==> config.mk <==
export PLATFORM = sky130hd
export DESIGN_NAME = t5_sched
export DESIGN_NICKNAME = d
export VERILOG_FILES = /design/src/rtl/t5_sched.sv
export SDC_FILE = /design/constraint.sdc
export NUM_CORES = 1
export LEC_CHECK = 0
export BUFFER_PORTS_ARGS = -buffer_cell sky130_fd_sc_hd__buf_4
export CAP_MARGIN = 20
export CORE_MARGIN = 2
export CORE_UTILIZATION = 57
export DETAILED_ROUTE_END_ITERATION = 10
export PLACE_DENSITY = 0.8
export REMOVE_ABC_BUFFERS = 1
export SYNTH_ARGS = -nofsm -noshare
export SYNTH_HDL_FRONTEND = slang
export SYNTH_SLANG_ARGS = --single-unit
==> constraint.sdc <==
create_clock -name sclk -period 3.24 [get_ports sclk]
set_input_delay 0.486 -clock sclk [delete_from_list [all_inputs] [get_ports sclk]]
set_output_delay 0.486 -clock sclk [all_outputs]
set_load 0.02 [all_outputs]
==> src/rtl/t5_sched.sv <==
// t5_sched: four-hart round-robin issue scheduler tracking per-hart IDLE/READY/BUSY/WAIT/SLEEP.
// Defining T5_SCHED_WDOG_EN adds a per-hart WAIT watchdog with limit WDOG and a tout pulse.
module t5_sched #(
    parameter logic [7:0] WDOG = 8'd255
) (
    input  logic       sclk,
    input  logic       srst,
    input  logic       sena,
    input  logic [3:0] hrun,
    input  logic       qvld,
    input  logic [1:0] qhart,
    input  logic       qlsu,
    input  logic       qwfi,
    input  logic [3:0] hack,
    input  logic [3:0] irq,
    output logic       fvld,
    output logic [1:0] fhart,
    output logic [3:0] hidle,
    output logic [3:0] tout
);
    localparam int unsigned NHART = 4;
    localparam int unsigned HW    = 2;
    localparam int unsigned CW    = 8;

    typedef enum logic [2:0] {
        S_IDLE  = 3'd0,
        S_READY = 3'd1,
        S_BUSY  = 3'd2,
        S_WAIT  = 3'd3,
        S_SLEEP = 3'd4
    } hstate_e;

    hstate_e          st_q [NHART];
    hstate_e          st_d [NHART];
    logic [HW-1:0]    ptr_q, ptr_d;
    logic             fvld_q, fvld_d;
    logic [HW-1:0]    fhart_q, fhart_d;
    logic             pick_vld;
    logic [HW-1:0]    pick_hart;
    logic [NHART-1:0] timeout_c;

    // Round-robin pick: scan ptr+1 .. ptr+4 (wrapping back to ptr itself last).
    always_comb begin
        pick_vld  = 1'b0;
        pick_hart = ptr_q;
        if (sena) begin
            for (int unsigned i = 1; i <= NHART; i++) begin
                if (!pick_vld && (st_q[ptr_q + HW'(i)] == S_READY)) begin
                    pick_vld  = 1'b1;
                    pick_hart = ptr_q + HW'(i);
                end
            end
        end
    end

    // Per-hart next state; earlier branches take priority over later ones.
    always_comb begin
        for (int unsigned h = 0; h < NHART; h++) begin
            st_d[h] = st_q[h];
            if (!hrun[h]) begin
                st_d[h] = S_IDLE;
            end else begin
                case (st_q[h])
                    S_IDLE:  st_d[h] = S_READY;
                    S_READY: if (pick_vld && (pick_hart == HW'(h))) st_d[h] = S_BUSY;
                    S_BUSY: begin
                        if (qvld && (qhart == HW'(h))) begin
                            // A completion arriving with its own report must not be dropped.
                            if (qlsu)      st_d[h] = hack[h] ? S_READY : S_WAIT;
                            else if (qwfi) st_d[h] = S_SLEEP;
                            else           st_d[h] = S_READY;
                        end
                    end
                    S_WAIT:  if (hack[h] || timeout_c[h]) st_d[h] = S_READY;
                    S_SLEEP: if (irq[h]) st_d[h] = S_READY;
                    default: st_d[h] = S_IDLE;
                endcase
            end
        end
        fvld_d  = pick_vld;
        fhart_d = pick_vld ? pick_hart : fhart_q;
        ptr_d   = pick_vld ? pick_hart : ptr_q;
    end

    always_ff @(posedge sclk or posedge srst) begin
        if (srst) begin
            for (int unsigned h = 0; h < NHART; h++) st_q[h] <= S_IDLE;
            ptr_q   <= HW'(3);
            fvld_q  <= 1'b0;
            fhart_q <= '0;
        end else begin
            for (int unsigned h = 0; h < NHART; h++) st_q[h] <= st_d[h];
            ptr_q   <= ptr_d;
            fvld_q  <= fvld_d;
            fhart_q <= fhart_d;
        end
    end

`ifdef T5_SCHED_WDOG_EN
    logic [CW-1:0]    cnt_q [NHART];
    logic [CW-1:0]    cnt_d [NHART];
    logic [NHART-1:0] tout_q, tout_d;

    // Timeout fires only if nothing of higher priority (hrun drop, hack) already resolves WAIT.
    always_comb begin
        for (int unsigned h = 0; h < NHART; h++) begin
            timeout_c[h] = (st_q[h] == S_WAIT) && hrun[h] && !hack[h] && (cnt_q[h] == WDOG);
        end
    end

    always_comb begin
        for (int unsigned h = 0; h < NHART; h++) begin
            cnt_d[h] = '0;
            if ((st_q[h] == S_WAIT) && (st_d[h] == S_WAIT)) cnt_d[h] = cnt_q[h] + CW'(1);
        end
        tout_d = timeout_c;
    end

    always_ff @(posedge sclk or posedge srst) begin
        if (srst) begin
            for (int unsigned h = 0; h < NHART; h++) cnt_q[h] <= '0;
            tout_q <= '0;
        end else begin
            for (int unsigned h = 0; h < NHART; h++) cnt_q[h] <= cnt_d[h];
            tout_q <= tout_d;
        end
    end

    assign tout = tout_q;
`else
    logic unused_wdog;

    assign timeout_c   = '0;
    assign tout        = '0;
    assign unused_wdog = ^WDOG;
`endif

    always_comb begin
        for (int unsigned h = 0; h < NHART; h++) hidle[h] = (st_q[h] == S_IDLE);
    end

    assign fvld  = fvld_q;
    assign fhart = fhart_q;

endmodule

==> summary.md <==
| Metric | Value |
|---|---|
| #FFs+latches synth | `17` |
| Most frequent cells in the layout | `buf_4 (26), dfrtp_1 (15), o21ai_0 (12), a21oi_1 (10), inv_1 (9)` |
| Final setup vio count | `0` |
| RSZ-0062 raised after global routing | `false` |
| Min Tclk post-route | `1.950 ns` |
| Via count | `1127` |
| Setup bufs post-CTS | `0` |
| Residual DRC count | `0` |
| Outcome | `finished, final reports clean` |
| Fmax | `0.5128 GHz` |
| RR Startpoint | `st_q[6]` |
| Clock skew | `0.001952 ns` |
| Clock root buffer | `clkbuf_4` |
| Iteration-0 DRC Markers | `40` |
| Critical Path Fanout Max | `10` |
| Power Total | `1.253 mW` |
| Launch point of the worst path | `st_q[6]` |
| Die area | `0.002698 mm2` |
| All-layer global routing usage | `23.66%` |
| Layout overhead on the synthesized area | `13.56%` |
| HP Class | `in -> async` |
| Worst slew margin | `54.34%` |
| CORE AREA | `0.002191 mm2` |
| Netlist Area Pre-Place | `0.001310 mm2` |
| WP data required | `3.44 ns` |
| CP Capture Type | `flop` |
| Horiz. Die Dim | `51.94 um` |
| Ys flop type | `dfrtp_1` |
| Async SR Flop Fraction | `100.0%` |
| Final GP Congestion | `0.9002` |
| Max-cap viol count | `0` |
| TritonCTS clock tree | `built` |
| Clock sink count | `17` |
| Post-route ant nets | `0` |
| DR vias/cell | `5.995` |
| N_diodes | `0` |
| Grt ovf | `0` |
| Leakage power | `0.6380 nW` |
| Pwr per Cell Area | `842.1 mW/mm2` |
| IO Count | `31` |
| Post-CTS Hold Fix Bufs | `0` |
| Initial antenna violation count | `0` |
| EDFF count, synth | `0` |
| Worst-path clk slew | `0.11 ns` |
| Mean Syn Cell Area | `9.357 um2` |
| Starting Density | `59.79%` |
| Post-synth cell types | `57` |
| Commonest non-fill, non-tap cell in the layout | `buf_4` |
| CP Launch Type | `flop` |
| Post-CTS Resized | `0` |
| R2r worst-path depth | `5` |
| Cells after synthesis | `140` |
| Drt pass-1 iters | `6` |
| Max Transition Viols Final | `0` |
| Clk Latency, worst-skew pair | `0.31 ns` |
| Via count of the first global-routing pass | `1050` |
| Slew @ Worst Pin | `0.6842 ns` |
| Clock Path Buffers | `2` |
| Setup TNS | `0 ns` |
| Setup Crit Path Kind | `reg -> reg` |
| Port bufs | `26` |
| Die span in y | `51.94 um` |
| Layout Nets | `181` |
| Overall routed net length | `2.804 mm` |
| Crit path DAT | `2.15 ns` |
| Reg2Reg Setup Slack | `1.29 ns` |
| VDD IR max | `0.0005602 V` |
| Sequential area share after synthesis | `32.66%` |
| Post-DP Area | `0.001460 mm2` |
| R2R Path End | `st_q[1]` |
| H-tree levels | `1` |
| Global-route wire length before repair | `4.761 mm` |
| Synth Warn # | `0` |
| TritonCTS buffer count | `3` |
| Period utilization | `60.18%` |
| Fin. Hold Viols | `0` |
| Share of cells above drive strength 1 | `29.38%` |
| Largest net degree at the start of global routing | `18` |
| Setup crit end | `st_q[1]` |
| Rows | `17` |
| HPWL Detailed | `2.158 mm` |
| Design Area, Final | `0.001488 mm2` |
| Avg WL per Cell | `14.91 um` |
Yosys cell counts, types with 2 or more instances:
| cell | instances | area share [%] |
|---|---|---|
| dfrtp_1 | 15 | 29 |
| o21ai_0 | 12 | 4.6 |
| a21oi_1 | 10 | 3.8 |
| inv_1 | 9 | 2.6 |
| nor3_1 | 7 | 2.7 |
| nor3b_1 | 7 | 4.0 |
| buf_4 | 6 | 3.4 |
| nand2_1 | 5 | 1.4 |
| nand2b_1 | 5 | 2.4 |
| buf_2 | 4 | 1.5 |
| nor4b_1 | 3 | 2.0 |
| a211oi_1 | 2 | 1.1 |
| a21oi_2 | 2 | 1.3 |
| buf_6 | 2 | 1.7 |
| dfstp_2 | 2 | 4.0 |
| mux2i_1 | 2 | 1.5 |
| nand3_1 | 2 | 0.76 |
| nor2_1 | 2 | 0.57 |
| nor4bb_1 | 2 | 1.5 |
| o31ai_1 | 2 | 1.1 |
| or3_1 | 2 | 0.95 |
| or3b_2 | 2 | 1.3 |
final cells by class:
| cell class | instances | area, um2 |
|---|---|---|
| inverter | 9 | 33.78 |
| sequential | 17 | 427.9 |
| multi-input combinational | 104 | 768.2 |
| clock buffer | 3 | 22.52 |
| tap | 28 | 35.03 |
| timing repair buffer | 26 | 195.2 |
| clock inverter | 1 | 5.005 |
| fill | 186 | 703.2 |
per-stage QoR:
step	setup slack, ns	utilization (%)	cells	hold slack [ns]
4_1_cts	1.294	67.90	188	0.2873
3_3_place_gp	1.356	66.65	184	0.4845
3_5_place_dp	1.309	66.65	184	0.5071
2_1_floorplan	1.458	-	130	0.4106
6_report	1.290	67.90	188	0.2698
5_1_grt	1.156	67.90	188	0.3388
flip-flops by register name, summed over array words and instances (netlist names):
name	count
ptr_q	2
fhart	2
fvld	1
st_q	12
where the power goes:
part	internal [mW]	switching (mW)	leakage [nW]
Sequential	0.291	0.120	0.216
Combinational	0.351	0.365	0.405
Clock	0.0462	0.0798	0.0177
Total	0.688	0.565	0.638
per-layer routing:
| metal | track usage [%] | wire length (um) | vias up | part of all wire (%) |
|---|---|---|---|---|
| li1 | - | - | 558 | - |
| met1 | 31.70 | 1280 | 529 | 46 |
| met2 | 36.71 | 1319 | 32 | 47 |
| met3 | 5.460 | 139 | 8 | 5.0 |
| met4 | 9.211 | 65 | 0 | 2.3 |
| met5 | 0 | 0 | - | 0 |
how the worst min path moves through the flow:
stage,from,to
2_1_floorplan,srst,fhart[0]
3_3_place_gp,fhart[0],fhart[0]
3_5_place_dp,fhart[0],fhart[0]
4_1_cts,srst,st_q[10]
5_1_grt,srst,st_q[8]
6_report,srst,st_q[8]
logic make-up (layout without fill, tap and decap cells):
logic type             Yosys count  after routing  synth area share [%]
AO/OA/AOI/OAI                   44             44                 24.17
buffers and inverters           22             39                 9.550
flip-flops                      17             17                 32.66
multiplexers                     3              3                 2.388
other                            1              4                0.2863
AND/OR/NAND/NOR                 53             53                 30.95
critical path: stages, from the launching register on:
cell and delay (ns):
dfrtp_1 0.53, or3b_1 0.50, a221oi_4 0.33, a21oi_1 0.10, a311oi_1 0.30, a211oi_1 0.08
(Power assumes the default switching activity.)
